--- src/rtl/lmac_tx_fifo.sv ---
// Transmit packet FIFO between the LMAC host write port and the TX framing FSM.
// Buffers 64-bit quad-words tagged with end-of-packet and reports registered status.
module lmac_tx_fifo #(
    parameter int DEPTH        = 32,
    parameter int AW           = 5,
    parameter int AFULL_THRESH = 28
) (
    input  logic          clk,
    input  logic          RESETN,
    input  logic          TX_WE,
    input  logic [63:0]   TX_DATA,
    input  logic          TX_EOP,
    input  logic          TXFIFO_RE,
    input  logic          TXFIFO_FLUSH,
    input  logic          TXFIFO_CLR_OVF,
    output logic [63:0]   TXFIFO_RD_OUTPUT,
    output logic          TXFIFO_RD_EOP,
    output logic          TXFIFO_RD_VALID,
    output logic          TXFIFO_FULL,
    output logic          TXFIFO_AFULL,
    output logic          TXFIFO_EMPTY,
    output logic [12:0]   TXFIFO_WUSED_QWD,
    output logic [5:0]    TXFIFO_PKT_CNT,
    output logic [AW-1:0] TXFIFO_BUFF_WR_PTR,
    output logic [AW-1:0] TXFIFO_BUFF_RD_PTR,
    output logic          TXFIFO_OVF
);

    localparam logic [12:0]   DEPTH_Q = 13'(DEPTH);
    localparam logic [12:0]   AFULL_Q = 13'(AFULL_THRESH);
    localparam logic [5:0]    PKT_MAX = 6'(DEPTH);
    localparam logic [AW-1:0] PTR_ONE = AW'(1);

    logic [64:0]   r_mem [DEPTH];
    logic [AW-1:0] r_wr_ptr;
    logic [AW-1:0] r_rd_ptr;
    logic [12:0]   r_wused;
    logic [5:0]    r_pkt_cnt;
    logic          r_full;
    logic          r_afull;
    logic          r_empty;
    logic          r_ovf;
    logic [63:0]   r_rd_data;
    logic          r_rd_eop;
    logic          r_rd_valid;

    logic          w_wa;
    logic          w_ra;
    logic          w_pkt_inc;
    logic          w_pkt_dec;
    logic [64:0]   w_rd_entry;
    logic [12:0]   w_wused_nxt;
    logic [5:0]    w_pkt_nxt;

    // Accept decisions use this cycle's registered flags: no fall-through, no write-through-full.
    assign w_wa       = TX_WE & ~r_full;
    assign w_ra       = TXFIFO_RE & ~r_empty;
    assign w_rd_entry = r_mem[r_rd_ptr];
    assign w_pkt_inc  = w_wa & TX_EOP;
    assign w_pkt_dec  = w_ra & w_rd_entry[64];

    // NOTE: every variable gets a default first so no path through this block infers a latch.
    always_comb begin
        w_wused_nxt = r_wused;
        w_pkt_nxt   = r_pkt_cnt;
        if (TXFIFO_FLUSH) begin
            w_wused_nxt = '0;
            w_pkt_nxt   = '0;
        end else begin
            if (w_wa && !w_ra)
                w_wused_nxt = r_wused + 13'd1;
            else if (w_ra && !w_wa)
                w_wused_nxt = r_wused - 13'd1;

            if (w_pkt_inc && !w_pkt_dec && (r_pkt_cnt < PKT_MAX))
                w_pkt_nxt = r_pkt_cnt + 6'd1;
            else if (w_pkt_dec && !w_pkt_inc && (r_pkt_cnt != 6'd0))
                w_pkt_nxt = r_pkt_cnt - 6'd1;
        end
    end

    // NOTE: the storage array has no reset; only pointers and counts define what is valid.
    always_ff @(posedge clk) begin
        if (w_wa && !TXFIFO_FLUSH)
            r_mem[r_wr_ptr] <= {TX_EOP, TX_DATA};
    end

    // NOTE: sequential state uses non-blocking assignments so every register samples pre-edge values.
    always_ff @(posedge clk or negedge RESETN) begin
        if (!RESETN) begin
            r_wr_ptr   <= '0;
            r_rd_ptr   <= '0;
            r_wused    <= '0;
            r_pkt_cnt  <= '0;
            r_full     <= 1'b0;
            r_afull    <= 1'b0;
            r_empty    <= 1'b1;
            r_ovf      <= 1'b0;
            r_rd_data  <= '0;
            r_rd_eop   <= 1'b0;
            r_rd_valid <= 1'b0;
        end else begin
            r_wused   <= w_wused_nxt;
            r_pkt_cnt <= w_pkt_nxt;
            r_full    <= (w_wused_nxt == DEPTH_Q);
            r_afull   <= (w_wused_nxt >= AFULL_Q);
            r_empty   <= (w_wused_nxt == 13'd0);

            // Set beats clear when both happen together.
            if (TX_WE && r_full)
                r_ovf <= 1'b1;
            else if (TXFIFO_CLR_OVF)
                r_ovf <= 1'b0;

            if (TXFIFO_FLUSH) begin
                r_wr_ptr   <= '0;
                r_rd_ptr   <= '0;
                r_rd_valid <= 1'b0;
            end else begin
                r_rd_valid <= w_ra;
                if (w_wa)
                    r_wr_ptr <= r_wr_ptr + PTR_ONE;
                if (w_ra) begin
                    r_rd_ptr  <= r_rd_ptr + PTR_ONE;
                    r_rd_data <= w_rd_entry[63:0];
                    r_rd_eop  <= w_rd_entry[64];
                end
            end
        end
    end

    assign TXFIFO_RD_OUTPUT   = r_rd_data;
    assign TXFIFO_RD_EOP      = r_rd_eop;
    assign TXFIFO_RD_VALID    = r_rd_valid;
    assign TXFIFO_FULL        = r_full;
    assign TXFIFO_AFULL       = r_afull;
    assign TXFIFO_EMPTY       = r_empty;
    assign TXFIFO_WUSED_QWD   = r_wused;
    assign TXFIFO_PKT_CNT     = r_pkt_cnt;
    assign TXFIFO_BUFF_WR_PTR = r_wr_ptr;
    assign TXFIFO_BUFF_RD_PTR = r_rd_ptr;
    assign TXFIFO_OVF         = r_ovf;

endmodule

--- config.mk ---
export PLATFORM = sky130hd
export DESIGN_NAME = lmac_tx_fifo
export DESIGN_NICKNAME = d
export VERILOG_FILES = /design/src/rtl/lmac_tx_fifo.sv
export SDC_FILE = /design/constraint.sdc
export NUM_CORES = 2
export LEC_CHECK = 0
export BUFFER_PORTS_ARGS = -buffer_cell sky130_fd_sc_hd__buf_4
export CAP_MARGIN = 5
export CORE_ASPECT_RATIO = 0.8
export CORE_MARGIN = 8
export CORE_UTILIZATION = 56
export DETAILED_ROUTE_END_ITERATION = 6
export GPL_ROUTABILITY_DRIVEN = 0
export PLACE_DENSITY_LB_ADDON = 0.1
export SYNTH_ARGS = -nofsm -noshare
export SYNTH_HDL_FRONTEND = slang
export SYNTH_SLANG_ARGS = --single-unit
export TNS_END_PERCENT = 10
--- constraint.sdc ---
create_clock -name clk -period 4.52 [get_ports clk]
set_input_delay 0.452 -clock clk [delete_from_list [all_inputs] [get_ports clk]]
set_output_delay 0.452 -clock clk [all_outputs]
set_load 0.005 [all_outputs]
* Yosys cells after proc, flatten, opt, wreduce, memory -nomap -nowiden
Memory sizes are Yosys's and may differ from the RTL's.
Cells that the tools add are included.
** Cells by class
- Add/sub/neg operators :: 6
- Multiplexer cells :: 15
- Equal/unequal tests :: 1
- Bitwise logic cells :: 7
- $lt $le $gt $ge :: 2
- Reduce and logical (&&, ||, !) cells :: 20
** Operators by type and width (number)
- $mux 13 :: 3
- $mux 5 :: 4
- $mux 6 :: 3
- $add 13x1->13 const B :: 1
- $eq 13x6->1 const B :: 1
- $ge 13x5->1 const B :: 1
- $logic_not 13->1 :: 1
- $sub 13x1->13 const B :: 1
- $add 5x1->5 const B :: 2
- $logic_and 1x1->1 :: 8
- $add 6x1->6 const B :: 1
- $lt 6x6->1 const B :: 1
- $reduce_bool 2->1 :: 3
- $reduce_bool 6->1 :: 1
- $sub 6x1->6 const B :: 1
- $logic_not 1->1 :: 5
- $mux 1 :: 5
- $and 1x1->1 :: 4
- $not 1->1 :: 3
- $reduce_bool 3->1 :: 1
- $reduce_and 2->1 :: 1
** Storage, ports and cells
- Register bits after elaboration :: 99
- Bits in writable memories :: 2080
- Memories kept :: 1
- Input bits :: 71
- Output and inout bits :: 99
- Word-level logic and storage cells :: 63
** Memory list
- r_mem :: words 32, width 65, read ports 1, clocked after Yosys merged registers in 0, write ports 1, line 34 : logic [64:0] r_mem [DEPTH];

* Longest topological paths before layout
- Word-level depth :: 9
- Mapped depth :: 14
- Mapped depth without buffers :: 13

* Worst setup path after synthesis
OpenSTA, ideal clock, no wires.
- Path kind :: input to register
- From :: input port TXFIFO_FLUSH
- To :: memory r_mem[29][0] (enable)
- Setup slack :: 47 ps
- Data arrival time :: 3985 ps
- Path buffers :: 2
- Stages :: 5
- Data required time :: 4031 ps
- Setup time :: 489 ps
- Cells stage by stage :: clkbuf_1 > buf_1 > nor2_1 > nand2_1 > nor2_1
** On the way
- Word-level cells in the longest chain between the ends :: 4
** RTL lines
- start: declaration :: line 14 : input logic TXFIFO_FLUSH,
- $logic_not 1->1 :: line 84 : if (w_wa && !TXFIFO_FLUSH)
- $logic_and 1x1->1 :: line 84
- $mux 1 :: line 84
- $mux 1 (implied by the code) :: line 85 : r_mem[r_wr_ptr] <= {TX_EOP, TX_DATA};
- end: declaration :: line 34
Every way passes these cells.

* Worst setup path after layout
- From :: register r_rd_ptr[0] (netlist: TXFIFO_BUFF_RD_PTR[0])
- To :: register r_pkt_cnt[5] (netlist: TXFIFO_PKT_CNT[5])
** On the way
- Word-level cells in the longest chain between the ends :: 7
- Elaborated cells on any way between the ends :: 10
- Classes of those cells :: mux (2); bitwise (1); reduce/logical (6); memory (1)
** RTL lines
- start: declaration :: line 36 : logic [AW-1:0] r_rd_ptr;
- start signal: assignment :: line 124 : r_rd_ptr <= r_rd_ptr + PTR_ONE;
- $mem_v2 32x65 *
- $and 1x1->1 * :: line 60 : assign w_pkt_dec = w_ra & w_rd_entry[64];
- $logic_not 1->1 :: line 75 : if (w_pkt_inc && !w_pkt_dec && (r_pkt_cnt < PKT_MAX))
- $logic_and 1x1->1 (2 in series) :: line 75
- $mux 6 :: line 75
- $mux 6 :: line 66 : if (TXFIFO_FLUSH) begin
- end signal: assignment :: line 104 : r_pkt_cnt <= w_pkt_nxt;
- end: declaration :: line 38 : logic [5:0] r_pkt_cnt;
Every way passes the cells marked *; elsewhere a longest branch is shown, timed or not.
A chain may end at the register's enable or synchronous reset.

==> reports/metrics.yaml <==
status: "finished clean"
arrival_ps: 4480
layout.nets: 3891
worst_slew_pin_slew_ps: 1111
root_buffer: "clkbuf_16"
synth-xor-area-share_pct: 0.1792
hp-class: "in2reg"
fp.dieW_um: 446.6
start_util_pct: 56.35
period_minus_slack_ps: 3744
die-area_mm2: 0.1610
fp.dieH_um: 360.5
placed_cells: 5521
crit_type: "reg2reg"
synth_cells: 3452
synth-edff-count: 2080
cts_buffers: 200
fill_cells: 9563
grt_pass1_wl_um: 286400
dr.pass1.iters: 5
yosysSeqAreaShare_pct: 78.17
slew_viol_final: 0
yosys.area_share.simple_pct: 1.206
synth_compound_area_share_pct: 0.7576
clk_latency_ps: 840
cp-start-kind: "flip-flop"
grt_pass1_vias: 39724
slew_headroom_pct: 25.91
synth-async-reset-ratio_pct: 4.543
drv_cap: 0
core-area_mm2: 0.1474
layout-area-overhead-vs-synth_pct: 13.71
power_uw: 45830
cellPowerDensity_mw_per_mm2: 485.3
fin_crit_sh_pct: 82.83
overflow: 0
ys_warn_count: 0
wirelength_um: 201300
synth-seq-cells: 2179
instances_no_fill: 5972
drive_gt1_share_pct: 31.27
syn_avg_cell_area_um2: 24.06
required_ps: 5260
ios: 170
io_buffers: 169
grt_max_degree: 159
first_iter_violations: 4750
synthFlopType: "edfxtp_1"
power_leakage_uw: 0.02900
vias: 38496
fin_skew_ps: 21.16
crit_fanout: 20
route.detailed.wl_per_inst_um: 33.71
drc: 0
antenna_left: 0
muxShareOfSynthArea_pct: 18.49
synth.distinct_cells: 58
clock.fmax_mhz: 267.1
final_util_pct: 64.08
synth_fa_ha_area_share_pct: 0.1898
hpwl_um: 98880
rows: 126
syn_area_mm2: 0.08307
ir_drop_mv: 0.3745
cts.repair.resized: 0
hold_viol: 0
syn_nets: 3535
cts_sinks: 2179
clk_pin_slew_ps: 60
rsz0062_at_grt: "no"
worstSetupEndpointType: "flip-flop"
setup_violations: 0
max-clock-path-buffers: 3
fin_hold_ws_ps: 151.9
synth_top_family_by_area: "multiplexers"
post-cts-setup-buffers: 0
routed_via_density: 6.446
setup_tns_ps: 0
grt_use_total_pct: 24.88
antenna_found_initial: 8
htreeDepth: 4
cts_tree: "built"
cell usage after synthesis, types with 3 or more instances:
cell	number	share of area (%)
xor2_1	8	0.084
buf_6	3	0.041
nor4_1	5	0.038
nand3b_1	6	0.054
nor3_1	10	0.060
xnor2_1	9	0.095
or3_1	3	0.023
and3_1	4	0.030
nand2b_1	3	0.023
inv_1	13	0.059
buf_1	32	0.14
nor2_1	130	0.59
buf_2	57	0.34
ha_1	11	0.17
nand4_1	7	0.053
or4_1	3	0.027
mux2_2	6	0.081
and2_1	3	0.023
clkbuf_1	87	0.39
dfrtp_1	98	3.0
edfxtp_1	2080	75
o21ai_0	3	0.018
nor2b_1	7	0.053
nand3_1	5	0.030
nand2_1	20	0.090
a21oi_1	79	0.48
mux2i_1	76	0.92
mux4_2	642	17
power by group:
group | leakage [uW] | internal [uW] | switching (uW)
combinational | 0.00599 | 3390 | 2910
clock | 0.00314 | 9230 | 7270
sequential | 0.0199 | 22600 | 479
state kept, by name (all words and copies together), names as in the netlist:
name and cells:
TXFIFO_RD_EOP 1, TXFIFO_OVF 1, TXFIFO_EMPTY 1, TXFIFO_BUFF_WR_PTR 5, TXFIFO_BUFF_RD_PTR 5, TXFIFO_RD_OUTPUT 64
TXFIFO_RD_VALID 1, TXFIFO_PKT_CNT 6, r_mem 2080, TXFIFO_FULL 1, TXFIFO_WUSED_QWD 13, TXFIFO_AFULL 1
stage by stage:
step / area, um2 / setup WS [ps]
2_1_floorplan: 83070 / 46.57
3_3_place_gp: 87350 / 739.1
3_5_place_dp: 87350 / 773.8
4_1_cts: 94440 / 759.5
5_1_grt: 94450 / 551.3
6_report: 94450 / 776.2
cell usage in the layout, fill, tap and decap left out, types with 5 or more instances in the layout:
cell type,n
edfxtp_1,2080
xnor2_1,9
nand4_1,7
nor2b_1,7
a21oi_1,79
dlygate4sd3_1,69
buf_12,25
xor2_1,8
dfrtp_4,5
nor4_1,5
nor3_1,10
mux2_2,6
mux4_2,642
nor2_4,33
mux2i_1,76
nand3_1,5
nor2_1,97
nand2_1,20
ha_1,11
clkbuf_1,51
buf_4,240
dfrtp_1,93
inv_1,13
clkinv_1,42
diode_2,6
bufinv_16,15
nand3b_1,6
inv_6,6
clkbuf_16,201
clkbuf_8,10
clkinv_2,39
clkinv_8,5
kinds of logic after synthesis:
logic type | Yosys count
muxes | 727
adders and majority gates | 12
DFF | 2179
xor gates and xnor gates | 17
buffers and inverters | 194
and+or+nand+nor | 216
AOI/OAI and AO/OA | 107
layer usage:
| metal | GRT usage, % | vias up | routed length (um) | share of wire, % |
|---|---|---|---|---|
| li1 | - | 15496 | - | - |
| met1 | 35.39 | 21036 | 82090 | 41 |
| met2 | 41.34 | 1673 | 101200 | 50 |
| met3 | 3.708 | 291 | 13760 | 6.8 |
| met4 | 6.166 | 0 | 4290 | 2.1 |
| met5 | 0 | - | 0 | 0 |
final cells by class:
class | instances | area (um2) | area share, %
Antenna cell | 6 | 15.01 | 0.01590
Sequential cell | 2179 | 64960 | 68.77
Timing Repair Buffer | 335 | 3004 | 3.181
Clock buffer | 262 | 5359 | 5.674
Multi-Input combinational cell | 1079 | 17550 | 18.58
Clock inverter | 114 | 1039 | 1.099
Inverter | 13 | 48.80 | 0.05166
Tap cell | 1984 | 2482 | 2.628
timing repair:
item                        CTS  global route
hold buffers                 69             0
setup endpoints to repair     0             0
hold endpoints to repair   2138             0
worst paths after layout:
check                           cells past startpoint                    end  slack, ps             startpoint
worst max-delay path                               12      TXFIFO_PKT_CNT[5]        780  TXFIFO_BUFF_RD_PTR[0]
max in group asynchronous                           3   TXFIFO_RD_OUTPUT[18]       3170                 RESETN
worst min-delay path                                4  TXFIFO_BUFF_WR_PTR[1]        150                  TX_WE
worst min register to register                      2   TXFIFO_RD_OUTPUT[17]        530   TXFIFO_RD_OUTPUT[17]
min in group asynchronous                           2   TXFIFO_RD_OUTPUT[39]        230                 RESETN
worst max register to register                     12      TXFIFO_PKT_CNT[5]        780  TXFIFO_BUFF_RD_PTR[0]
critical path: stages (launching register included):
cell      delay, ps
dfrtp_4         700
mux4_1          630
a22o_1          220
nor4_4          370
a211oi_4        120
nand2b_1        280
ha_1            330
a21o_1          180
a21oi_1         220
o21bai_1        110
a21oi_1         200
a41oi_1         130
a21oi_1         170
Note: power is estimated with default switching activity, not from simulation.
